[config.mk]
export PLATFORM = sky130hd
export DESIGN_NAME = repo_read_arbiter_flat
export DESIGN_NICKNAME = d
export VERILOG_FILES = /design/src/rtl/repo_read_arbiter_pkg.sv /design/src/rtl/repo_read_arbiter_if.sv /design/src/rtl/repo_read_arbiter_rr.sv /design/src/rtl/repo_read_arbiter.sv /design/src/flat_wrapper.sv
export SDC_FILE = /design/constraint.sdc
export NUM_CORES = 1
export LEC_CHECK = 0
export CAP_MARGIN = 20
export CORE_ASPECT_RATIO = 1.75
export CORE_MARGIN = 3
export CORE_UTILIZATION = 40
export CTS_CLUSTER_SIZE = 8
export DETAILED_ROUTE_END_ITERATION = 10
export PLACE_DENSITY = 0.81
export SYNTH_ARGS = -nofsm -noshare
export SYNTH_HDL_FRONTEND = slang
export SYNTH_SLANG_ARGS = --single-unit
[constraint.sdc]
create_clock -name clock -period 2.3 [get_ports clock]
set_input_delay 0.23 -clock clock [delete_from_list [all_inputs] [get_ports clock]]
set_output_delay 0.23 -clock clock [all_outputs]
set_load 0.01 [all_outputs]
[src/rtl/repo_read_arbiter_pkg.sv]
// Shared types and constants for the task-repository read arbiter.
// The repository is word-addressed internally; requesters use byte addresses.
package hybrid_repo_pack;
   localparam int REPO_WORD_W = 32;
   localparam int REPO_ADDR_W = 30;
   localparam int REPO_IDX_HI = 23;
   localparam int REPO_IDX_LO = 2;

   typedef enum logic [1:0] {IDLE, ISSUE, DRAIN, DONE} repo_state_t;

   typedef struct packed {
      logic valid;
      logic last;
   } repo_tag_t;
endpackage

[src/rtl/repo_read_arbiter_if.sv]
// Requester and memory signals of the repository arbiter.
// The slave modport is the arbiter's view; master is the platform/memory side.
interface repo_read_arbiter_if
   import hybrid_repo_pack::*;
#(
   parameter int N_REQ  = 2,
   parameter int LEN_W  = 8,
   parameter int ADDR_W = REPO_ADDR_W
);
   logic [N_REQ-1:0]        req;
   logic [N_REQ*ADDR_W-1:0] req_addr;
   logic [N_REQ*LEN_W-1:0]  req_len;
   logic [N_REQ-1:0]        gnt;
   logic [N_REQ-1:0]        rvalid;
   logic [REPO_WORD_W-1:0]  rdata;
   logic [N_REQ-1:0]        done;
   logic [ADDR_W-1:0]       mem_addr;
   logic                    mem_rd;
   logic [REPO_WORD_W-1:0]  mem_data;

   modport slave (
      input  req, req_addr, req_len, mem_data,
      output gnt, rvalid, rdata, done, mem_addr, mem_rd
   );

   modport master (
      output req, req_addr, req_len, mem_data,
      input  gnt, rvalid, rdata, done, mem_addr, mem_rd
   );
endinterface

[src/rtl/repo_read_arbiter_rr.sv]
// Combinational round-robin winner search: lowest request at or above ptr,
// otherwise the lowest request below ptr.
module rr_arbiter #(
   parameter  int N_REQ = 2,
   localparam int IDX_W = $clog2(N_REQ)
) (
   input  logic [N_REQ-1:0] req,
   input  logic [IDX_W-1:0] ptr,
   output logic [N_REQ-1:0] gnt_oh,
   output logic [IDX_W-1:0] gnt_idx,
   output logic             gnt_any
);
   always_comb begin
      gnt_oh  = '0;
      gnt_idx = '0;
      gnt_any = 1'b0;
      for (int j = 0; j < N_REQ; j++) begin
         if (!gnt_any && req[j] && (j >= int'(ptr))) begin
            gnt_any   = 1'b1;
            gnt_oh[j] = 1'b1;
            gnt_idx   = IDX_W'(j);
         end
      end
      for (int j = 0; j < N_REQ; j++) begin
         if (!gnt_any && req[j] && (j < int'(ptr))) begin
            gnt_any   = 1'b1;
            gnt_oh[j] = 1'b1;
            gnt_idx   = IDX_W'(j);
         end
      end
   end
endmodule

[src/rtl/repo_read_arbiter.sv]
// Round-robin burst read arbiter in front of the shared task repository.
// Reads are issued back-to-back; a tag pipe matches returned words to the owner.
module repo_read_arbiter
   import hybrid_repo_pack::*;
#(
   parameter int N_REQ   = 2,
   parameter int LEN_W   = 8,
   parameter int MEM_LAT = 2,
   parameter int ADDR_W  = REPO_ADDR_W
) (
   input logic                clock,
   input logic                reset,
   repo_read_arbiter_if.slave bus
);
   localparam int IDX_W = $clog2(N_REQ);
   localparam logic [ADDR_W-1:0] WORD_BYTES = ADDR_W'(1 << REPO_IDX_LO);
   localparam logic [ADDR_W-1:0] ALIGN_MASK = ~(WORD_BYTES - ADDR_W'(1));

   repo_state_t        state_q, state_d;
   logic [IDX_W-1:0]   owner_q, owner_d;
   logic [IDX_W-1:0]   rr_ptr_q, rr_ptr_d;
   logic [ADDR_W-1:0]  cur_addr_q, cur_addr_d;
   logic [LEN_W-1:0]   remaining_q, remaining_d;
   repo_tag_t          tag_q [MEM_LAT];
   repo_tag_t          tag_d [MEM_LAT];

   logic [N_REQ-1:0]   win_oh;
   logic [IDX_W-1:0]   win_idx;
   logic               win_any;
   logic [ADDR_W-1:0]  sel_addr;
   logic [LEN_W-1:0]   sel_len;
   logic [N_REQ-1:0]   owner_oh;
   logic [N_REQ-1:0]   gnt_o;
   logic [N_REQ-1:0]   done_o;
   logic               issue;
   repo_tag_t          tag_in;
   repo_tag_t          tag_out;

   rr_arbiter #(.N_REQ(N_REQ)) u_rr (
      .req     (bus.req),
      .ptr     (rr_ptr_q),
      .gnt_oh  (win_oh),
      .gnt_idx (win_idx),
      .gnt_any (win_any)
   );

   always_comb begin
      sel_addr = '0;
      sel_len  = '0;
      owner_oh = '0;
      for (int j = 0; j < N_REQ; j++) begin
         if (win_oh[j]) begin
            sel_addr = bus.req_addr[j*ADDR_W +: ADDR_W];
            sel_len  = bus.req_len[j*LEN_W +: LEN_W];
         end
         owner_oh[j] = (owner_q == IDX_W'(j));
      end
   end

   assign tag_out = tag_q[MEM_LAT-1];
   assign tag_in  = {issue, issue && (remaining_q == LEN_W'(1))};

   always_comb begin
      state_d     = state_q;
      owner_d     = owner_q;
      rr_ptr_d    = rr_ptr_q;
      cur_addr_d  = cur_addr_q;
      remaining_d = remaining_q;
      issue       = 1'b0;
      gnt_o       = '0;
      done_o      = '0;
      case (state_q)
         IDLE: begin
            if (win_any) begin
               owner_d     = win_idx;
               cur_addr_d  = sel_addr & ALIGN_MASK;
               remaining_d = (sel_len == '0) ? LEN_W'(1) : sel_len;
               state_d     = ISSUE;
            end
         end
         ISSUE: begin
            issue       = 1'b1;
            gnt_o       = owner_oh;
            cur_addr_d  = cur_addr_q + WORD_BYTES;
            remaining_d = remaining_q - LEN_W'(1);
            if (remaining_q == LEN_W'(1)) state_d = DRAIN;
         end
         DRAIN: begin
            gnt_o = owner_oh;
            if (tag_out.valid && tag_out.last) state_d = DONE;
         end
         DONE: begin
            done_o   = owner_oh;
            rr_ptr_d = (owner_q == IDX_W'(N_REQ-1)) ? '0 : owner_q + IDX_W'(1);
            state_d  = IDLE;
         end
         default: state_d = IDLE;
      endcase
   end

   // Tag pipe tracks the memory latency so each returned word knows if it is the last.
   always_comb begin
      tag_d[0] = tag_in;
      for (int i = 1; i < MEM_LAT; i++) tag_d[i] = tag_q[i-1];
   end

   always_ff @(posedge clock or negedge reset) begin
      if (!reset) begin
         state_q     <= IDLE;
         owner_q     <= '0;
         rr_ptr_q    <= '0;
         cur_addr_q  <= '0;
         remaining_q <= '0;
         for (int i = 0; i < MEM_LAT; i++) tag_q[i] <= '0;
      end else begin
         state_q     <= state_d;
         owner_q     <= owner_d;
         rr_ptr_q    <= rr_ptr_d;
         cur_addr_q  <= cur_addr_d;
         remaining_q <= remaining_d;
         tag_q       <= tag_d;
      end
   end

   assign bus.gnt      = gnt_o;
   assign bus.done     = done_o;
   assign bus.mem_rd   = issue;
   assign bus.mem_addr = issue ? cur_addr_q : '0;
   assign bus.rvalid   = tag_out.valid ? owner_oh : '0;
   assign bus.rdata    = tag_out.valid ? bus.mem_data : '0;
endmodule

[src/flat_wrapper.sv]
// flat-port wrapper written by rule: the top's interface ports become plain ports
module repo_read_arbiter_flat import hybrid_repo_pack::*;
#(
   parameter int N_REQ   = 2,
   parameter int LEN_W   = 8,
   parameter int MEM_LAT = 2,
   parameter int ADDR_W  = REPO_ADDR_W
)
  (clock, reset, bus_req, bus_req_addr, bus_req_len, bus_mem_data, bus_gnt, bus_rvalid, bus_rdata, bus_done, bus_mem_addr, bus_mem_rd);
  repo_read_arbiter_if #(.N_REQ(N_REQ), .LEN_W(LEN_W), .ADDR_W(ADDR_W)) bus_i ();
  input logic clock;
  input logic reset;
  input wire logic [$bits(bus_i.req)-1:0] bus_req;
  input wire logic [$bits(bus_i.req_addr)-1:0] bus_req_addr;
  input wire logic [$bits(bus_i.req_len)-1:0] bus_req_len;
  input wire logic [$bits(bus_i.mem_data)-1:0] bus_mem_data;
  output wire logic [$bits(bus_i.gnt)-1:0] bus_gnt;
  output wire logic [$bits(bus_i.rvalid)-1:0] bus_rvalid;
  output wire logic [$bits(bus_i.rdata)-1:0] bus_rdata;
  output wire logic [$bits(bus_i.done)-1:0] bus_done;
  output wire logic [$bits(bus_i.mem_addr)-1:0] bus_mem_addr;
  output wire logic [$bits(bus_i.mem_rd)-1:0] bus_mem_rd;
  assign bus_i.req = bus_req;
  assign bus_i.req_addr = bus_req_addr;
  assign bus_i.req_len = bus_req_len;
  assign bus_i.mem_data = bus_mem_data;
  assign bus_gnt = bus_i.gnt;
  assign bus_rvalid = bus_i.rvalid;
  assign bus_rdata = bus_i.rdata;
  assign bus_done = bus_i.done;
  assign bus_mem_addr = bus_i.mem_addr;
  assign bus_mem_rd = bus_i.mem_rd;
  repo_read_arbiter #(.N_REQ(N_REQ), .LEN_W(LEN_W), .MEM_LAT(MEM_LAT), .ADDR_W(ADDR_W)) u_core (.clock(clock), .reset(reset), .bus(bus_i));
endmodule
# ---- Yosys cells after proc, flatten, opt, wreduce, memory -nomap -nowiden
# Index checks and enable logic that the tools add are counted.
dict set report classes {
  n_lt_le_gt_ge 2
  muxes 26
  n_eq_ne 7
  bitwise_logic 1
  reduce_logical 15
  add_sub_neg 3
}
# cell count
set op_table {}
lappend op_table {{30-bit 2-to-1 mux} 4}
lappend op_table {{30-bit case mux with 2 select lines} 1}
lappend op_table {{32-bit 2-to-1 mux} 1}
lappend op_table {{8-bit 2-to-1 mux} 4}
lappend op_table {{30-bit by 3-bit adder with 30-bit output, second input constant} 1}
lappend op_table {{8-bit case mux with 2 select lines} 1}
lappend op_table {{2-bit 2-to-1 mux} 6}
lappend op_table {{8-bit by 1-bit == test with 1-bit output, second input constant} 1}
lappend op_table {{8-bit zero test} 1}
lappend op_table {{1-bit 2-to-1 mux} 8}
lappend op_table {{2-bit case mux with 4 select lines} 1}
lappend op_table {{8-bit by 1-bit subtractor with 8-bit output, second input constant} 1}
lappend op_table {{1-bit logical AND} 6}
lappend op_table {{2-bit == test, second input constant} 2}
lappend op_table {{2-bit by 1-bit inequality test with 1-bit output, second input constant} 2}
lappend op_table {{2-bit AND reduction} 2}
lappend op_table {{3-bit AND reduction} 1}
lappend op_table {{2-bit by 1-bit == test with 1-bit output, second input constant} 1}
lappend op_table {{1-bit zero test} 2}
lappend op_table {{2-bit zero test} 1}
lappend op_table {{2-bit inequality test, second input constant} 1}
lappend op_table {{2-bit nonzero test} 1}
lappend op_table {{2-bit OR reduction} 1}
lappend op_table {{1-bit adder, second input constant} 1}
lappend op_table {{other kinds (3)} 3}
dict set report word_totals {
  inputBits 112
  wordCells 63
  regBits 46
  output_inout_bits 69
}

# ---- Depth between registers and ports, before layout
dict set report logic_depth {
  word_depth 16
  depth_mapped 10
  mapped_depth_nobuf 7
}

# ---- Hierarchy
# Synthesis repeated with hierarchy kept, for this count alone.
dict set report hier_totals {
  cells_unflattened 419
  area_unflattened_um2 3395.8
}
# mod instances seq_area_each_um2 area_each_um2 cells_per_inst
set modules_own_cells {}
lappend modules_own_cells {repo_read_arbiter 1 1101.1 3363.2 414}
lappend modules_own_cells {rr_arbiter 1 0.0 32.5 5}

# ---- Worst setup path before layout
# No wires, ideal clock.
dict set report synth_timing {
  path_type {reg2reg}
  startpoint {register u_core.cur_addr_q[7]}
  endpoint {register u_core.cur_addr_q[17]}
  n_path_buf 1
  arrival_ns 1.911
  setup_ns 0.126
  slack_ns 0.263
  t_required_ns 2.174
  stages_incl_launch_ff 7
  period_less_slack_ns 2.037
  cell_sequence {dfrtp_1 -> buf_2 -> nand4_4 -> or4_4 -> nor3_2 -> mux2_2 -> a221o_1}
}
dict set report synth_between {
  elab_chain_cells 2
}
# item line_no
set synth_lines {}
lappend synth_lines {{from (decl)} repo_read_arbiter.sv:22} ;# logic [ADDR_W-1:0] cur_addr_q, cur_addr_d;
lappend synth_lines {{from (signal assigned)} repo_read_arbiter.sv:119} ;# cur_addr_q <= cur_addr_d;
lappend synth_lines {{30-bit by 3-bit adder with 30-bit output} repo_read_arbiter.sv:84} ;# cur_addr_d = cur_addr_q + WORD_BYTES;
lappend synth_lines {{30-bit case mux with 2 select lines} repo_read_arbiter.sv:72} ;# case (state_q)
# No other way between the ends.
# A chain may end at the register's enable or synchronous reset.

# ---- Final worst setup path
dict set report layout_timing {
  startpoint {register u_core.state_q[1]}
  endpoint {output bus_mem_addr[16]}
}
dict set report layout_between {
  elab_chain_cells 3
}
# item line_no
set layout_lines {}
lappend layout_lines {{from (decl)} repo_read_arbiter.sv:19} ;# repo_state_t state_q, state_d;
lappend layout_lines {{from (signal assigned)} repo_read_arbiter.sv:116} ;# state_q <= state_d;
lappend layout_lines {{2-bit by 1-bit == test with 1-bit output} repo_read_arbiter.sv:72}
lappend layout_lines {{1-bit 2-to-1 mux} repo_read_arbiter.sv:72}
lappend layout_lines {{30-bit 2-to-1 mux} repo_read_arbiter.sv:128} ;# assign bus.mem_addr = issue ? cur_addr_q : '0;
lappend layout_lines {{to (decl)} flat_wrapper.sv:21} ;# output wire logic [$bits(bus_i.mem_addr)-1:0] bus_mem_addr;
# No other way between the ends.

==> flow_summary_export.csv <==
group,metric,value,unit
pwr,swShare,0.423,
timing,fin_crit,2250,ps
routing,drtIter0Drc,237,
global_routing,grt_max_degree,53,
timing,min_period_over_period,0.980,
global_routing,met3_usage,0.0455,
global_routing,grt_pass1_wl,19.2,mm
clocking,htreeDepth,2,
clocking,clkTransAtPathRegs,60,ps
pwr,pwr-share-comb,0.643,
die,coreArea,8310,um2
pwr,ir_worst_vdd,0.615,mV
pwr,seq_power_share,0.250,
logic_synthesis,yosysWarnings,0,
logic_synthesis,synth_edf_count,0,
global_routing,use_met2,0.464,
routing,drc,0,
timing,fmax,0.444,GHz
die,die_x,76.0,um
timing,finalSetupViolCount,0,
die,boundaryPins,181,
logic_synthesis,synth_seq_cells,44,
die,die_area,9780,um2
timing,slew_viol_final,0,
worst_setup_path,crit_required,2070,ps
global_routing,antenna_found_initial,0,
worst_setup_path,worst-endpoint-arrival,2020,ps
final_layout,fillers,679,
timing,finClkSkew,5.77,ps
pwr,p_int,3.67,mW
clocking,cts_tree,"done",
timing,slew_headroom,0.647,
global_routing,track_usage,0.239,
pwr,power_density,1130,nW/um2
clocking,cts_root_buffer,"clkbuf_16",
global_routing,top_usage_layer,"met2",
flow_run,maxCapViolCount,0,
clocking,cts.sinks,44,
place,port_buffers,174,
place,pre_cts_ws,133,ps
die,start_util,0.413,
timing,finalWorstSetupSlack,46.3,ps
routing,ant_nets,0,
run_status,outcome,"finished, final reports clean",
pwr,p_switching,2.68,mW
logic_synthesis,yosysSeqAreaShare,0.321,
worst_setup_path,crit_fanout,8,
pwr,power_leakage,2.26,nW
final_layout,final_nets,706,
global_routing,grt_pass1_vias,3895,
final_layout,drive_gt1_frac,0.0988,
timing,worst_slew_pin_slew,530,ps
logic_synthesis,synth_cells,409,
logic_synthesis,avgSynthCellArea,8.40,um2
timing,hold_viol_final,0,
worst_setup_path,criticalPathCategory,"flip-flop to output port",
final_layout,antenna_cells,0,
logic_synthesis,synth_flop_cell,"dfrtp_1",
clocking,clock_latency,280,ps
routing,num_vias,3979,
min_path,hp-class,"flip-flop to flip-flop",
clocking,clk_path_buf_depth,2,
timing,fin_setup_tns,0,ps
routing,drt_pass1_iterations,6,
routing,wl_per_cell,17.2,um
final_layout,area_growth_syn_to_layout,64.0,%
logic_synthesis,synth_async_sr_flop_share,1.00,
global_routing,overflow,0,
place,place_congestion,0.870,
place,hpwlAfterDp,9.34,mm
worst_setup_path,worst_setup_path_end_kind,"output port",
clocking,numCtsBuffers,5,
routing,routed_wl,12.1,mm
global_routing,grt_util_met1,0.249,
die,num_rows,44,
worst_setup_path,cp-start-kind,"flip-flop",
pwr,clkPwrFrac,0.107,
die,die_h,129,um
routing,vias_per_cell,5.67,
logic_synthesis,ys_types,63,
logic_synthesis,synthesis.area,3430,um2
power by group through the flow:
stage / clock (mW) / combinational, mW / sequential [mW]
after CTS: 0.684 / 3.93 / 1.57
after detailed placement: 0 / 3.91 / 1.58
after floorplan: 0 / 2.33 / 1.43
after global placement: 0 / 3.82 / 1.55
after global routing: 0.714 / 4.45 / 1.64
final: 0.680 / 4.09 / 1.58
state kept, by name (all words and copies together) (netlist names):
name                cells
u_core.rr_ptr_q         1
u_core.cur_addr_q      28
u_core.state_q          2
u_core.tag_d            2
u_core.tag_out          2
u_core.remaining_q      8
u_core.owner_q          1
cell families (layout without fill, tap and decap cells):
kind of cell	Yosys count	count (layout)	synth area share
simple gates	180	180	0.299
buf+inv	44	221	0.0517
compound gates	123	123	0.272
other cells	1	2	0.00109
xor+xnor	1	1	0.00255
flops	44	44	0.321
fa+ha+maj	7	7	0.0255
mux	9	9	0.0277
layer usage:
| layer | share of wire | up-vias | routed length (um) |
|---|---|---|---|
| met2 | 0.54 | 193 | 6570 |
| met5 | 0 | - | 0 |
| li1 | - | 1883 | - |
| met1 | 0.35 | 1881 | 4280 |
| met3 | 0.075 | 22 | 904 |
| met4 | 0.025 | 0 | 306 |
metrics by stage:
step	instances	utilization	instance area, um2	hold WS (ps)	power, mW
2_1_floorplan	410	-	3440	-65.6	3.76
3_3_place_gp	689	0.651	5410	238	5.38
3_5_place_dp	689	0.651	5410	240	5.49
4_1_cts	697	0.668	5550	349	6.18
5_1_grt	702	0.678	5630	359	6.81
6_report	702	0.678	5630	347	6.35
cell type report:
type | instances | area, um2 | area share
tap | 115 | 144 | 0.0255
clock buffer | 6 | 129 | 0.0229
multi-input combinational | 322 | 2190 | 0.389
sequential | 44 | 1100 | 0.195
inverter | 10 | 41.3 | 0.00733
clock inverter | 1 | 5.00 | 0.000888
timing repair buffer | 204 | 2020 | 0.359
path summary, 6_finish.rpt:
| check | startpoint | to | slack [ps] | depth (start not counted) |
|---|---|---|---|---|
| max reg2reg | u_core.state_q[0]$_DFFE_PN0P_ | u_core.cur_addr_q[28]$_DFFE_PN0P_ | 170 | 8 |
| max | u_core.state_q[1]$_DFFE_PN0P_ | bus_mem_addr[16] | 50 | 5 |
| max in group asynchronous | reset | u_core.tag_d[0]$_DFF_PN0_ | 1230 | 3 |
| min in group asynchronous | reset | u_core.cur_addr_q[20]$_DFFE_PN0P_ | 470 | 2 |
| min reg2reg | u_core.tag_d[1]$_DFF_PN0_ | u_core.tag_out[1]$_DFF_PN0_ | 350 | 0 |
| min | u_core.tag_d[1]$_DFF_PN0_ | u_core.tag_out[1]$_DFF_PN0_ | 350 | 0 |
cell usage after synthesis, types with 5 or more instances:
cell type	n	area (um2)
a221oi_1	11	96.3
o21ai_0	15	75.1
a32o_1	6	60.1
nand2_1	23	86.3
ha_1	7	87.6
a31oi_1	5	31.3
a22oi_1	16	120
nor3_1	7	35.0
nor2_1	35	131
and4_1	6	52.6
nor4_1	7	43.8
a21oi_1	14	70.1
a21o_1	7	52.6
inv_1	10	37.5
o21ai_1	6	30.0
mux2i_1	5	50.1
nand3_1	12	60.1
clkbuf_1	26	97.6
and2_1	61	382
a221o_1	18	180
dfrtp_1	44	1100
worst max-delay path, stage by stage (launching register included):
cell	delay [ps]
dfrtp_1	400
inv_1	130
ha_4	230
clkinvlp_4	200
nor2_2	210
clkdlybuf4s50_1	570
placed cells by master (no fill, tap or decap), drive strengths merged, types with 5 or more instances in the layout:
cell and n:
clkdlybuf4s50 173, dfrtp 44, inv 9, nand4 5
a31oi 5, a21oi 15, nand3 13, nor4 8
mux2i 5, and2 62, ha 7, nand2 23
nor3 8, a21o 7, nor2 35, clkbuf 7
a221o 18, a32o 6, buf 29, a221oi 11
and4 7, o21ai 21, a22oi 16
repair_timing:
action	in CTS	in global routing
endpoints found under the hold margin	20	0
gates resized for setup	0	6
endpoints found under the setup margin	0	11
setup buffers	0	4
hold buffers	1	0
Note: power is estimated with default switching activity, not from simulation.
==> edit: new RTL, same flow settings <==
Set the package constant `REPO_WORD_W` to 28 (it was 32).
--- a/src/rtl/repo_read_arbiter_pkg.sv
+++ b/src/rtl/repo_read_arbiter_pkg.sv
@@ -1,7 +1,7 @@
 // Shared types and constants for the task-repository read arbiter.
 // The repository is word-addressed internally; requesters use byte addresses.
 package hybrid_repo_pack;
-   localparam int REPO_WORD_W = 32;
+   localparam int REPO_WORD_W = 28;
    localparam int REPO_ADDR_W = 30;
    localparam int REPO_IDX_HI = 23;
    localparam int REPO_IDX_LO = 2;
Interface: changed (resized bus_mem_data and bus_rdata); port bits go from 181 to 173. No check against the original RTL was run, so the function may have changed too.
==> edit against the original RTL <==
- synthesized area increased by 2.0%
- design area decreased by 2.7%
- highest routed layer is now met5
- routed wire length is 1.0% lower
- worst setup slack improved by 0.031 ns
- critical path depth unchanged
- synthesized cell count shrank 0.73%
- critical path type unchanged
- critical endpoint is now bus_mem_addr[11]
- sequential cell count unchanged
Power is left out: it rests on default switching activity, and per cell area and clock period it moved more than threefold.
==> edit: results (changes against the original RTL) <==
| Metric | Value |
|---|---|
| Number of global-route vias before repair | `3,669 (was 3,895)` |
| Crit-path max FO | `14 (was 8)` |
| First-pass GRT wire length | `18,340 um (was 19,180 um)` |
| Avg WL per Cell | `17.44 um (was 17.17 um)` |
| Worst Reg2Reg Path Length in Cells | `7 (was 8)` |
| Flop-to-flop setup slack | `0.19 ns (was 0.17 ns)` |
| Met2 wire length | `6631 um (was 6567 um)` |
| Share of post-route cells with drive strength above 1 | `7.206% (was 9.881%)` |
| I/O Buffers | `166 (was 174)` |
| Initial antenna violation count | `1 (was 0)` |
| DR vias | `3,856 (was 3,979)` |
| Mux contribution to synthesized area | `3.430% (was 2.769%)` |
| RR Endpoint | `u_core.cur_addr_q[6] (was u_core.cur_addr_q[28])` |
| Nets | `683 (was 706)` |
| Post-Synth XOR/XNOR Area | `1.250% (was 0.2550%)` |
| Adder-Cell Fraction of Synth Area | `2.501% (was 2.550%)` |
| M3 GR Usage | `4.834% (was 4.552%)` |
| Synth area leaders | `dfrtp_1 31%, and2_1 11%, a221oi_1 7.0% (was dfrtp_1 32%, and2_1 11%, a221o_1 5.2%)` |
| Largest net degree at the start of global routing | `39 (was 53)` |
| Total GRT Usage | `22.87% (was 23.88%)` |
| Met2 Usage GRT | `45.43% (was 46.39%)` |
| CP arrival | `1.99 ns (was 2.02 ns)` |
| Commonest cells in the synthesized netlist | `60 x and2_1, 44 x dfrtp_1, 42 x nor2_1 (was 61 x and2_1, 44 x dfrtp_1, 35 x nor2_1)` |
| Critical Path Sink | `bus_mem_addr[11] (was bus_mem_addr[16])` |
| Cell variety after synth | `58 (was 63)` |
| Detailed placer's ending HPWL | `9263 um (was 9341 um)` |
| Outcome | `finished clean (unchanged)` |
| Met3 routed WL | `880 um (was 904 um)` |
| 1st-iter DRT viols | `293 (was 237)` |
| Compound-Gate Fraction of Synth Area | `24.12% (was 27.21%)` |
| Routed met1 length | `4116 um (was 4277 um)` |
| Register area share after synthesis | `31.44% (was 32.06%)` |
| Fin Clk Skew | `0.004102 ns (was 0.005774 ns)` |
## edit: metrics by stage
step	hold slack [ns]	util (%)	worst slack, ns	instance area [um^2]	instances
detailed placement	0.1782	62.94	0.1704	5301	675
finish	0.3486	65.08	0.07775	5482	684
floorplan	-0.06559	-	0.3876	3506	407
global placement	0.1793	62.94	0.2115	5301	675
global route	0.3576	65.08	-0.01405	5482	684
CTS	0.3494	65.00	0.01928	5475	684
## edit: worst min path at each step
stage	endpoint	slack, ns	start	cells after the start
after detailed placement	u_core.cur_addr_q[26]	0.18	reset	1
after floorplan	u_core.cur_addr_q[10]	-0.07	reset	0
final	u_core.tag_out[1]	0.35	u_core.tag_d[1]	0
after global placement	u_core.cur_addr_q[26]	0.18	reset	1
after global routing	u_core.tag_out[1]	0.36	u_core.tag_d[1]	0
after CTS	u_core.tag_out[1]	0.35	u_core.tag_d[1]	0
## edit: area by class of cell
type,count,area (um^2)
Multi-Input combinational cell,323,2181
Tap cell,115,143.9
Clock inverter,2,35.03
Fill cell,721,2942
Clock buffer,6,128.9
Sequential cell,44,1101
Inverter,9,33.78
Timing Repair Buffer,185,1858
## edit: repair_timing
action	4_1_cts	5_1_grt
hold endpoints to repair	16	0
endpoints found under the setup margin	0	4
hold buffers	1	0
gates resized for setup	0	2
## edit: kinds of logic (layout without fill, tap and decap cells)
family / count (synthesis) / after routing
buffers and inverters: 40 / 202
AO/OA/AOI/OAI: 111 / 111
other: 1 / 2
adder cells (fa/ha/maj): 7 / 7
multiplexers: 12 / 12
AND/OR/NAND/NOR: 186 / 186
XOR/XNOR: 5 / 5
flip-flops: 44 / 44
## edit: worst max-delay path, cell delays in order (launching register included)
cell and delay (ns):
dfrtp_1 0.40, inv_1 0.11, ha_2 0.27, buf_6 0.17, and2_1 0.19, clkdlybuf4s50_1 0.56
